$ cat src/rtl/decoder_pkg.sv
// Shared types and opcode constants for the MIPS decode stage.
// A decoded_t holds the format-split fields of one instruction.
package decoder_pkg;

    localparam logic [5:0] OP_RTYPE = 6'h00;
    localparam logic [5:0] OP_J     = 6'h02;
    localparam logic [5:0] OP_JAL   = 6'h03;
    localparam logic [5:0] OP_BEQ   = 6'h04;
    localparam logic [5:0] OP_BNE   = 6'h05;
    localparam logic [5:0] OP_ANDI  = 6'h0C;
    localparam logic [5:0] OP_ORI   = 6'h0D;
    localparam logic [5:0] OP_XORI  = 6'h0E;
    localparam logic [5:0] OP_LUI   = 6'h0F;

    typedef enum logic [1:0] {
        FMT_R = 2'd0,
        FMT_I = 2'd1,
        FMT_J = 2'd2
    } fmt_t;

    typedef struct packed {
        logic [5:0]  opcode;
        logic [4:0]  rs;
        logic [4:0]  rt;
        logic [4:0]  rd;
        logic [4:0]  shamt;
        logic [5:0]  funct;
        logic [31:0] imm_ext;
        logic [25:0] address;
        fmt_t        fmt;
    } decoded_t;

    // Logical immediates are zero-extended; every other I-type sign-extends.
    function automatic logic is_zero_ext(input logic [5:0] op);
        return (op == OP_ANDI) || (op == OP_ORI) || (op == OP_XORI) || (op == OP_LUI);
    endfunction

endpackage

$ cat src/rtl/decode_stage_if.sv
// Fetch-side and issue-side handshake bundle of the decode stage.
// The stage uses the slave view, the surrounding pipeline the master view.
interface decode_stage_if
    import decoder_pkg::*;
#(
    parameter int PC_W  = 32,
    parameter int CNT_W = 16
);
    logic             flush;
    logic             in_valid;
    logic             in_ready;
    logic [31:0]      in_instr;
    logic [PC_W-1:0]  in_pc;
    logic             out_valid;
    logic             out_ready;
    logic [5:0]       opcode;
    logic [4:0]       rs;
    logic [4:0]       rt;
    logic [4:0]       rd;
    logic [4:0]       shamt;
    logic [5:0]       funct;
    logic [31:0]      imm_ext;
    logic [25:0]      address;
    fmt_t             fmt;
    logic [PC_W-1:0]  jump_target;
    logic [PC_W-1:0]  branch_target;
    logic [PC_W-1:0]  pc_out;
    logic [CNT_W-1:0] issue_count;

    modport slave (
        input  flush, in_valid, in_instr, in_pc, out_ready,
        output in_ready, out_valid, opcode, rs, rt, rd, shamt, funct,
               imm_ext, address, fmt, jump_target, branch_target, pc_out, issue_count
    );

    modport master (
        output flush, in_valid, in_instr, in_pc, out_ready,
        input  in_ready, out_valid, opcode, rs, rt, rd, shamt, funct,
               imm_ext, address, fmt, jump_target, branch_target, pc_out, issue_count
    );
endinterface

$ cat src/rtl/instr_field_decode.sv
// Combinational split of a MIPS instruction into R/I/J fields, with
// immediate extension and jump/branch target computation from pc+4.
module instr_field_decode
    import decoder_pkg::*;
#(
    parameter int PC_W = 32
) (
    input  logic [31:0]     instr,
    input  logic [PC_W-1:0] pc,
    output decoded_t        fields,
    output logic [PC_W-1:0] jump_target,
    output logic [PC_W-1:0] branch_target
);
    localparam logic [PC_W-1:0] PC_STEP = PC_W'(4);

    logic [5:0]      op;
    logic [15:0]     imm;
    logic [PC_W-1:0] pc4;
    logic [PC_W-1:0] jump_full;
    logic [PC_W-1:0] branch_off;

    assign op         = instr[31:26];
    assign imm        = instr[15:0];
    assign pc4        = pc + PC_STEP;
    assign branch_off = {{(PC_W-18){imm[15]}}, imm, 2'b00};

    generate
        if (PC_W > 28) begin : g_jump_region
            assign jump_full = {pc4[PC_W-1:28], instr[25:0], 2'b00};
        end else begin : g_jump_flat
            assign jump_full = {instr[25:0], 2'b00};
        end
    endgenerate

    always_comb begin
        fields        = '0;
        fields.opcode = op;
        case (op)
            OP_RTYPE: begin
                fields.rs    = instr[25:21];
                fields.rt    = instr[20:16];
                fields.rd    = instr[15:11];
                fields.shamt = instr[10:6];
                fields.funct = instr[5:0];
                fields.fmt   = FMT_R;
            end
            OP_J, OP_JAL: begin
                fields.address = instr[25:0];
                fields.fmt     = FMT_J;
            end
            default: begin
                fields.rs      = instr[25:21];
                fields.rt      = instr[20:16];
                fields.imm_ext = is_zero_ext(op) ? {16'h0000, imm} : {{16{imm[15]}}, imm};
                fields.fmt     = FMT_I;
            end
        endcase
    end

    always_comb begin
        jump_target   = '0;
        branch_target = '0;
        if (fields.fmt == FMT_J) jump_target = jump_full;
        if (fields.fmt == FMT_I) branch_target = pc4 + branch_off;
    end
endmodule

$ cat src/rtl/decode_stage.sv
// Registered MIPS decode stage: decodes at push, buffers pre-decoded entries
// in a small FIFO and presents the head entry with a saturating issue count.
module decode_stage
    import decoder_pkg::*;
#(
    parameter int PC_W  = 32,
    parameter int DEPTH = 2,
    parameter int CNT_W = 16
) (
    input logic           clk,
    input logic           reset,
    decode_stage_if.slave bus
);
    localparam int AW = $clog2(DEPTH);
    localparam logic [AW-1:0]    PTR_ONE   = AW'(1);
    localparam logic [AW:0]      CNT_ONE   = (AW+1)'(1);
    localparam logic [AW:0]      CNT_FULL  = (AW+1)'(DEPTH);
    localparam logic [CNT_W-1:0] ISSUE_ONE = CNT_W'(1);

    typedef struct packed {
        decoded_t        f;
        logic [PC_W-1:0] pc;
        logic [PC_W-1:0] jump_target;
        logic [PC_W-1:0] branch_target;
    } entry_t;

    entry_t           mem [DEPTH];
    entry_t           new_entry;
    entry_t           head;
    logic [AW-1:0]    wr_ptr;
    logic [AW-1:0]    rd_ptr;
    logic [AW-1:0]    rd_ptr_nxt;
    logic [AW-1:0]    show_ptr;
    logic [AW:0]      count;
    logic [AW:0]      count_nxt;
    logic [CNT_W-1:0] issue_count;
    logic             push;
    logic             pop;

    instr_field_decode #(.PC_W(PC_W)) u_field_decode (
        .instr         (bus.in_instr),
        .pc            (bus.in_pc),
        .fields        (new_entry.f),
        .jump_target   (new_entry.jump_target),
        .branch_target (new_entry.branch_target)
    );
    assign new_entry.pc = bus.in_pc;

    assign bus.in_ready  = !reset && (count != CNT_FULL);
    assign bus.out_valid = (count != '0);
    assign push = bus.in_valid && bus.in_ready && !bus.flush;
    assign pop  = bus.out_valid && bus.out_ready && !bus.flush;

    always_comb begin
        rd_ptr_nxt = rd_ptr;
        count_nxt  = count;
        if (bus.flush) begin
            rd_ptr_nxt = '0;
            count_nxt  = '0;
        end else begin
            if (pop) rd_ptr_nxt = rd_ptr + PTR_ONE;
            case ({push, pop})
                2'b10:   count_nxt = count + CNT_ONE;
                2'b01:   count_nxt = count - CNT_ONE;
                default: count_nxt = count;
            endcase
        end
    end

    // show_ptr lags rd_ptr once the FIFO drains, so an empty stage keeps
    // presenting the entry that was last at the head.
    always_ff @(posedge clk) begin
        if (reset) begin
            wr_ptr      <= '0;
            rd_ptr      <= '0;
            show_ptr    <= '0;
            count       <= '0;
            issue_count <= '0;
            // NOTE: storage is cleared because the head outputs read it directly and must be 0 after reset.
            for (int i = 0; i < DEPTH; i++) mem[i] <= '0;
        end else begin
            rd_ptr <= rd_ptr_nxt;
            count  <= count_nxt;
            if (bus.flush) begin
                wr_ptr <= '0;
            end else if (push) begin
                mem[wr_ptr] <= new_entry;
                wr_ptr      <= wr_ptr + PTR_ONE;
            end
            if (count_nxt != '0) show_ptr <= rd_ptr_nxt;
            if (pop && (issue_count != '1)) issue_count <= issue_count + ISSUE_ONE;
        end
    end

    assign head              = mem[show_ptr];
    assign bus.opcode        = head.f.opcode;
    assign bus.rs            = head.f.rs;
    assign bus.rt            = head.f.rt;
    assign bus.rd            = head.f.rd;
    assign bus.shamt         = head.f.shamt;
    assign bus.funct         = head.f.funct;
    assign bus.imm_ext       = head.f.imm_ext;
    assign bus.address       = head.f.address;
    assign bus.fmt           = head.f.fmt;
    assign bus.jump_target   = head.jump_target;
    assign bus.branch_target = head.branch_target;
    assign bus.pc_out        = head.pc;
    assign bus.issue_count   = issue_count;
endmodule

$ cat src/flat_wrapper.sv
// flat-port wrapper written by rule: the top's interface ports become plain ports
module decode_stage_flat import decoder_pkg::*;
#(
    parameter int PC_W  = 32,
    parameter int DEPTH = 2,
    parameter int CNT_W = 16
)
  (clk, reset, bus_flush, bus_in_valid, bus_in_instr, bus_in_pc, bus_out_ready, bus_in_ready, bus_out_valid, bus_opcode, bus_rs, bus_rt, bus_rd, bus_shamt, bus_funct, bus_imm_ext, bus_address, bus_fmt, bus_jump_target, bus_branch_target, bus_pc_out, bus_issue_count);
  decode_stage_if #(.PC_W(PC_W), .CNT_W(CNT_W)) bus_i ();
  input logic clk;
  input logic reset;
  input wire logic [$bits(bus_i.flush)-1:0] bus_flush;
  input wire logic [$bits(bus_i.in_valid)-1:0] bus_in_valid;
  input wire logic [$bits(bus_i.in_instr)-1:0] bus_in_instr;
  input wire logic [$bits(bus_i.in_pc)-1:0] bus_in_pc;
  input wire logic [$bits(bus_i.out_ready)-1:0] bus_out_ready;
  output wire logic [$bits(bus_i.in_ready)-1:0] bus_in_ready;
  output wire logic [$bits(bus_i.out_valid)-1:0] bus_out_valid;
  output wire logic [$bits(bus_i.opcode)-1:0] bus_opcode;
  output wire logic [$bits(bus_i.rs)-1:0] bus_rs;
  output wire logic [$bits(bus_i.rt)-1:0] bus_rt;
  output wire logic [$bits(bus_i.rd)-1:0] bus_rd;
  output wire logic [$bits(bus_i.shamt)-1:0] bus_shamt;
  output wire logic [$bits(bus_i.funct)-1:0] bus_funct;
  output wire logic [$bits(bus_i.imm_ext)-1:0] bus_imm_ext;
  output wire logic [$bits(bus_i.address)-1:0] bus_address;
  output wire logic [$bits(bus_i.fmt)-1:0] bus_fmt;
  output wire logic [$bits(bus_i.jump_target)-1:0] bus_jump_target;
  output wire logic [$bits(bus_i.branch_target)-1:0] bus_branch_target;
  output wire logic [$bits(bus_i.pc_out)-1:0] bus_pc_out;
  output wire logic [$bits(bus_i.issue_count)-1:0] bus_issue_count;
  assign bus_i.flush = bus_flush;
  assign bus_i.in_valid = bus_in_valid;
  assign bus_i.in_instr = bus_in_instr;
  assign bus_i.in_pc = bus_in_pc;
  assign bus_i.out_ready = bus_out_ready;
  assign bus_in_ready = bus_i.in_ready;
  assign bus_out_valid = bus_i.out_valid;
  assign bus_opcode = bus_i.opcode;
  assign bus_rs = bus_i.rs;
  assign bus_rt = bus_i.rt;
  assign bus_rd = bus_i.rd;
  assign bus_shamt = bus_i.shamt;
  assign bus_funct = bus_i.funct;
  assign bus_imm_ext = bus_i.imm_ext;
  assign bus_address = bus_i.address;
  assign bus_fmt = bus_i.fmt;
  assign bus_jump_target = bus_i.jump_target;
  assign bus_branch_target = bus_i.branch_target;
  assign bus_pc_out = bus_i.pc_out;
  assign bus_issue_count = bus_i.issue_count;
  decode_stage #(.PC_W(PC_W), .DEPTH(DEPTH), .CNT_W(CNT_W)) u_core (.clk(clk), .reset(reset), .bus(bus_i));
endmodule
$ cat config.mk
export PLATFORM = sky130hd
export DESIGN_NAME = decode_stage_flat
export DESIGN_NICKNAME = d
export VERILOG_FILES = /design/src/rtl/decoder_pkg.sv /design/src/rtl/decode_stage_if.sv /design/src/rtl/instr_field_decode.sv /design/src/rtl/decode_stage.sv /design/src/flat_wrapper.sv
export SDC_FILE = /design/constraint.sdc
export NUM_CORES = 1
export LEC_CHECK = 0
export ABC_AREA = 0
export BUFFER_PORTS_ARGS = -buffer_cell sky130_fd_sc_hd__buf_4
export CAP_MARGIN = 20
export CORE_MARGIN = 5
export CORE_UTILIZATION = 60
export DETAILED_ROUTE_END_ITERATION = 10
export PLACE_DENSITY = 0.95
export SLEW_MARGIN = 40
export SYNTH_ARGS = -nofsm -noshare
export SYNTH_HDL_FRONTEND = slang
export SYNTH_SLANG_ARGS = --single-unit
$ cat constraint.sdc
create_clock -name clk -period 9.7 [get_ports clk]
set_input_delay 0.97 -clock clk [delete_from_list [all_inputs] [get_ports clk]]
set_output_delay 0.97 -clock clk [all_outputs]
set_load 0.005 [all_outputs]
Yosys cells after proc, flatten, opt, wreduce, memory -nomap -nowiden
Memory sizes are Yosys's and may differ from the RTL's. A register that Yosys moved wholly into a read port is not among the register bits.
Index checks and enable logic that the tools add are counted.
{ "word_totals": {"reg_bits": 21, "ramBits": 376, "out_inout_bits": 206, "n_memories": 1} }
{ "mem_list": {"columns": ["memory", "depth", "word_bits", "rd", "rd_ports_with_merged_regs", "write_ports", "line_no", "source"], "rows": [
  ["u_core.mem", 2, 188, 1, 1, 2, "decode_stage.sv:27", "entry_t mem [DEPTH];"]
]} }
{ "op_classes": {"addsub": 7, "n_eq_ne": 12, "n_mux": 23, "n_reduce_logical": 18} }
{ "op_table": {"columns": ["op", "count"], "rows": [
  ["$mux 188", 1],
  ["$reduce_or 188->1", 1],
  ["$mux 32", 4],
  ["$add 32x3->32 const B", 1],
  ["$add 32x32->32", 1],
  ["$mux 26", 1],
  ["$eq 6x4->1 const B", 4],
  ["$add 16x1->16 const B", 1],
  ["$mux 16", 1],
  ["$ne 16x16->1 const B", 1],
  ["$eq 6x2->1 const B", 2],
  ["$mux 1", 12],
  ["$mux 10", 1],
  ["$pmux 2 s2", 2],
  ["$logic_and 1x1->1", 6],
  ["$logic_not 6->1", 1],
  ["$eq 2x1->1 const B", 2],
  ["$eq 2x2->1 const B", 2],
  ["$reduce_bool 2->1", 2],
  ["$reduce_or 2->1", 2],
  ["$logic_or 1x1->1", 3],
  ["$reduce_or 3->1", 1],
  ["$add 1x1->1 const B", 2],
  ["$add 2x1->2 const B", 1],
  ["other kinds (4)", 5]
]} }

Logic depth before layout (Yosys ltp)
{ "logic_depth": {"word_depth": 10, "depth_mapped": 16, "depth_no_buf": 14} }

By module
From an unflattened synthesis, not the netlist that was laid out.
{ "hier_totals": {"cells_unflattened": 1658, "hier_area_um2": 20588.5} }
{ "by_module_without_submodules": {"columns": ["module", "n_inst", "cells_per_inst", "area_per_inst_um2"], "rows": [
  ["decode_stage", 1, 1137, 17202.7],
  ["instr_field_decode", 1, 521, 3385.7]
]} }

Worst setup path after synthesis
Ideal clock, no wire load.
{ "synth_path": {"path_kind": "in2reg", "startpoint": "input port reset", "endpoint": "memory u_core.mem[1][0] in the netlist's numbering (enable)", "setup_time_ns": 0.561, "t_arrival_ns": 5.367, "required_ns": 9.139, "slack_ns": 3.772, "path_stages": 2, "path_cell_list": "clkbuf_1 nand2b_1"} }
{ "synth_lines": {"columns": ["item", "line_no", "source"], "rows": [
  ["from (decl)", "flat_wrapper.sv:11", "input logic reset;"],
  ["to (decl)", "decode_stage.sv:27", null]
]} }

==> impl_metrics.env <==
export IMPL_relSlewSlack_pct=44.99
export IMPL_yosysWarningCount=0
export IMPL_crit_type="in -> reg"
export IMPL_wl_per_cell_um=22.95
export IMPL_dp_hpwl_um=32310
export IMPL_cts_post_setup_buffers_inserted=0
export IMPL_cpPeakStageDelay_ns=0.48
export IMPL_n_antenna_cell=0
export IMPL_power_density_nw_per_um2=170.7
export IMPL_route_vias_total=12361
export IMPL_final_max_slew_violation_count=0
export IMPL_rsz0062_at_grt="false"
export IMPL_crit_family="simple AND/OR/NAND/NOR gates"
export IMPL_path_cells="buf_4, nand4_1, and4bb_2, and4_1, and2b_1, nand3_1, xnor2_1, ha_1, a21oi_1, o21ai_0, a21o_1, a211oi_1, o221ai_1, o21ai_0, nor3b_1"
export IMPL_antenna_found_initial=0
export IMPL_setup_violations=0
export IMPL_clockBufferDepth=3
export IMPL_numClockSinks=364
export IMPL_hold_viol_final=0
export IMPL_path_clk_slew_ns=0.06
export IMPL_globalplace_congestion=0.9597
export IMPL_ys_seq_elements=364
export IMPL_min_from="u_core.show_ptr$_SDFFE_PP0N_"
export IMPL_rows=63
export IMPL_holdWs_ns=0.4893
export IMPL_clk_latency_ns=0.53
export IMPL_final_cell_mix="edfxtp_1 (342), buf_4 (279), and2_1 (221)"
export IMPL_ys_dominant_reg_cell="edfxtp_1"
export IMPL_hp_class="reg -> reg"
export IMPL_grt_pass1_vias=12324
export IMPL_die_area_um2=33480
export IMPL_gr_total_overflow=0
export IMPL_initial_core_util_pct=60.73
export IMPL_cts_hold_buf=0
export IMPL_cap_violations=0
export IMPL_final_nets=1747
export IMPL_synth_seq_area_share_pct=59.66
export IMPL_cts_buffers=38
export IMPL_peakVddDrop_mv=0.1363
export IMPL_leakagePower_nw=8.646
export IMPL_postSynthCellCount=1402
export IMPL_max_freq_ghz=0.2391
export IMPL_synthArstFlopShare_pct=0
export IMPL_cts_repair_resized=0
export IMPL_outcome="completed"
export IMPL_final_layout_size_suffix_gt1_share_pct=31.93
export IMPL_areaGrowthSynthToFinish_pct=19.05
export IMPL_ios=275
export IMPL_drtIter0Drc=1068
export IMPL_syn_mean_instance_area_um2=12.80
export IMPL_die_x_um=183.0
export IMPL_cts_htree_levels=2
export IMPL_r2r_start="u_core.count[0]$_SDFF_PP0_"
export IMPL_netlist_area_um2=17950
export IMPL_cp_max_fo=10
export IMPL_vias_per_cell=6.012
export IMPL_cts_tree="built"
export IMPL_root_buffer="clkbuf_16"
export IMPL_synth_edf_count=342
export IMPL_grt_max_degree=76
export IMPL_crit_path_start_kind="input pin"
export IMPL_grt_usage_pct=27.42
export IMPL_end_kind="register"
export IMPL_firstDrtPassIters=5
export IMPL_min_period_ns=4.183
export IMPL_drc=0
export IMPL_final_period_utilization_pct=43.12
export IMPL_core_area_um2=29560
export IMPL_cp_data_arrival_time_ns=4.54
export IMPL_critical_path_startpoint="bus_in_pc[4]"
export IMPL_port_buffers=272
export IMPL_path_common_cell="o21ai_0"
export IMPL_grt_pass1_wl_um=71000
export IMPL_slowest_stage="and4bb_2"
export IMPL_final_common_cell="edfxtp_1"
export IMPL_drtAntennaViolNets=0
export IMPL_fp_dieH_um=183.0
export IMPL_synth_cell_types=63
export IMPL_worstMarginPinSlew_ns=0.8252
export IMPL_setup_tns_ns=0
export IMPL_wirelength_um=47190
export IMPL_fin_skew_ns=0.008757
export IMPL_crit_required_ns=10.06
export IMPL_critPathBufInv=1
==> metal layers <==
layer	global-route usage, %	vias up	part of all wire [%]
met4	9.356	0	3.4
met3	4.522	96	8.6
met5	0	-	0
li1	-	5538	-
met2	44.98	610	49
met1	37.68	6117	39
==> path summary, 6_finish.rpt <==
path | cells after the start | slack, ns | end
setup / recovery | 15 | 5.52 | u_core.mem[0][30]$_SDFFCE_PN0P_
hold / removal | 1 | 0.49 | u_core.show_ptr$_SDFFE_PP0N_
setup reg to reg | 6 | 6.09 | u_core.mem[1][86]$_SDFFCE_PN0P_
hold reg to reg | 1 | 0.49 | u_core.show_ptr$_SDFFE_PP0N_
==> kinds of logic after synthesis <==
| kind of cell | synth area share [%] |
|---|---|
| and+or+nand+nor | 16.68 |
| DFF | 59.66 |
| muxes | 10.89 |
| AOI/OAI and AO/OA | 4.245 |
| buffers and inverters | 2.788 |
| xor gates and xnor gates | 3.025 |
| adders and majority gates | 2.690 |
| other | 0.02089 |
==> state kept, by name (all words and copies together), names as in the netlist, named ones only <==
signal and flops:
u_core.count 2, u_core.show_ptr 1, u_core.bus.issue_count 16, u_core.mem 342, u_core.rd_ptr 1, u_core.wr_ptr 1
==> synth_stat cells, types with 6 or more instances <==
cell type    n  area [um2]
inv_1       20       75.07
ha_1        37       462.9
buf_2       10       50.05
a21oi_1     34       170.2
edfxtp_1   342       10270
and3_1      47       294.0
o21ai_0     22       110.1
nor3b_1     12       90.09
nor2_1     105       394.1
and2_1     221        1383
buf_4       22       165.2
o21a_1       6       45.04
nand4_1     28       175.2
xnor2_1     39       341.6
a21o_1      12       90.09
xor2_1      23       201.4
clkbuf_1    55       206.5
nand3_1     24       120.1
dfxtp_1     22       440.4
nand2_1     50       187.7
mux2_2     171        1926
nor3_1      23       115.1
==> where the power goes <==
part	internal, mW	switching, mW
sequential	1.79	0.0212
combinational	0.208	0.265
clock	0.771	0.595
==> area by class of cell <==
class / count / area (um2)
Clock buffer: 48 / 1010
Clock inverter: 18 / 140.1
Fill cell: 1890 / 8187
Inverter: 21 / 78.83
Multi-Input combinational cell: 931 / 6792
Sequential cell: 364 / 10710
Tap cell: 390 / 488.0
Timing Repair Buffer: 284 / 2151
==> per-stage QoR <==
stage	cells	setup slack (ns)	power [mW]	utilization, %	area (um2)
floorplan	1403	3.772	2.092	-	17960
global placement	1990	5.102	2.294	68.29	20190
detailed placement	1990	5.155	2.307	68.36	20210
CTS	2056	5.656	3.661	72.25	21360
global route	2056	5.318	3.774	72.30	21370
finish	2056	5.517	3.648	72.30	21370
Note: power is estimated with default switching activity, not from simulation.
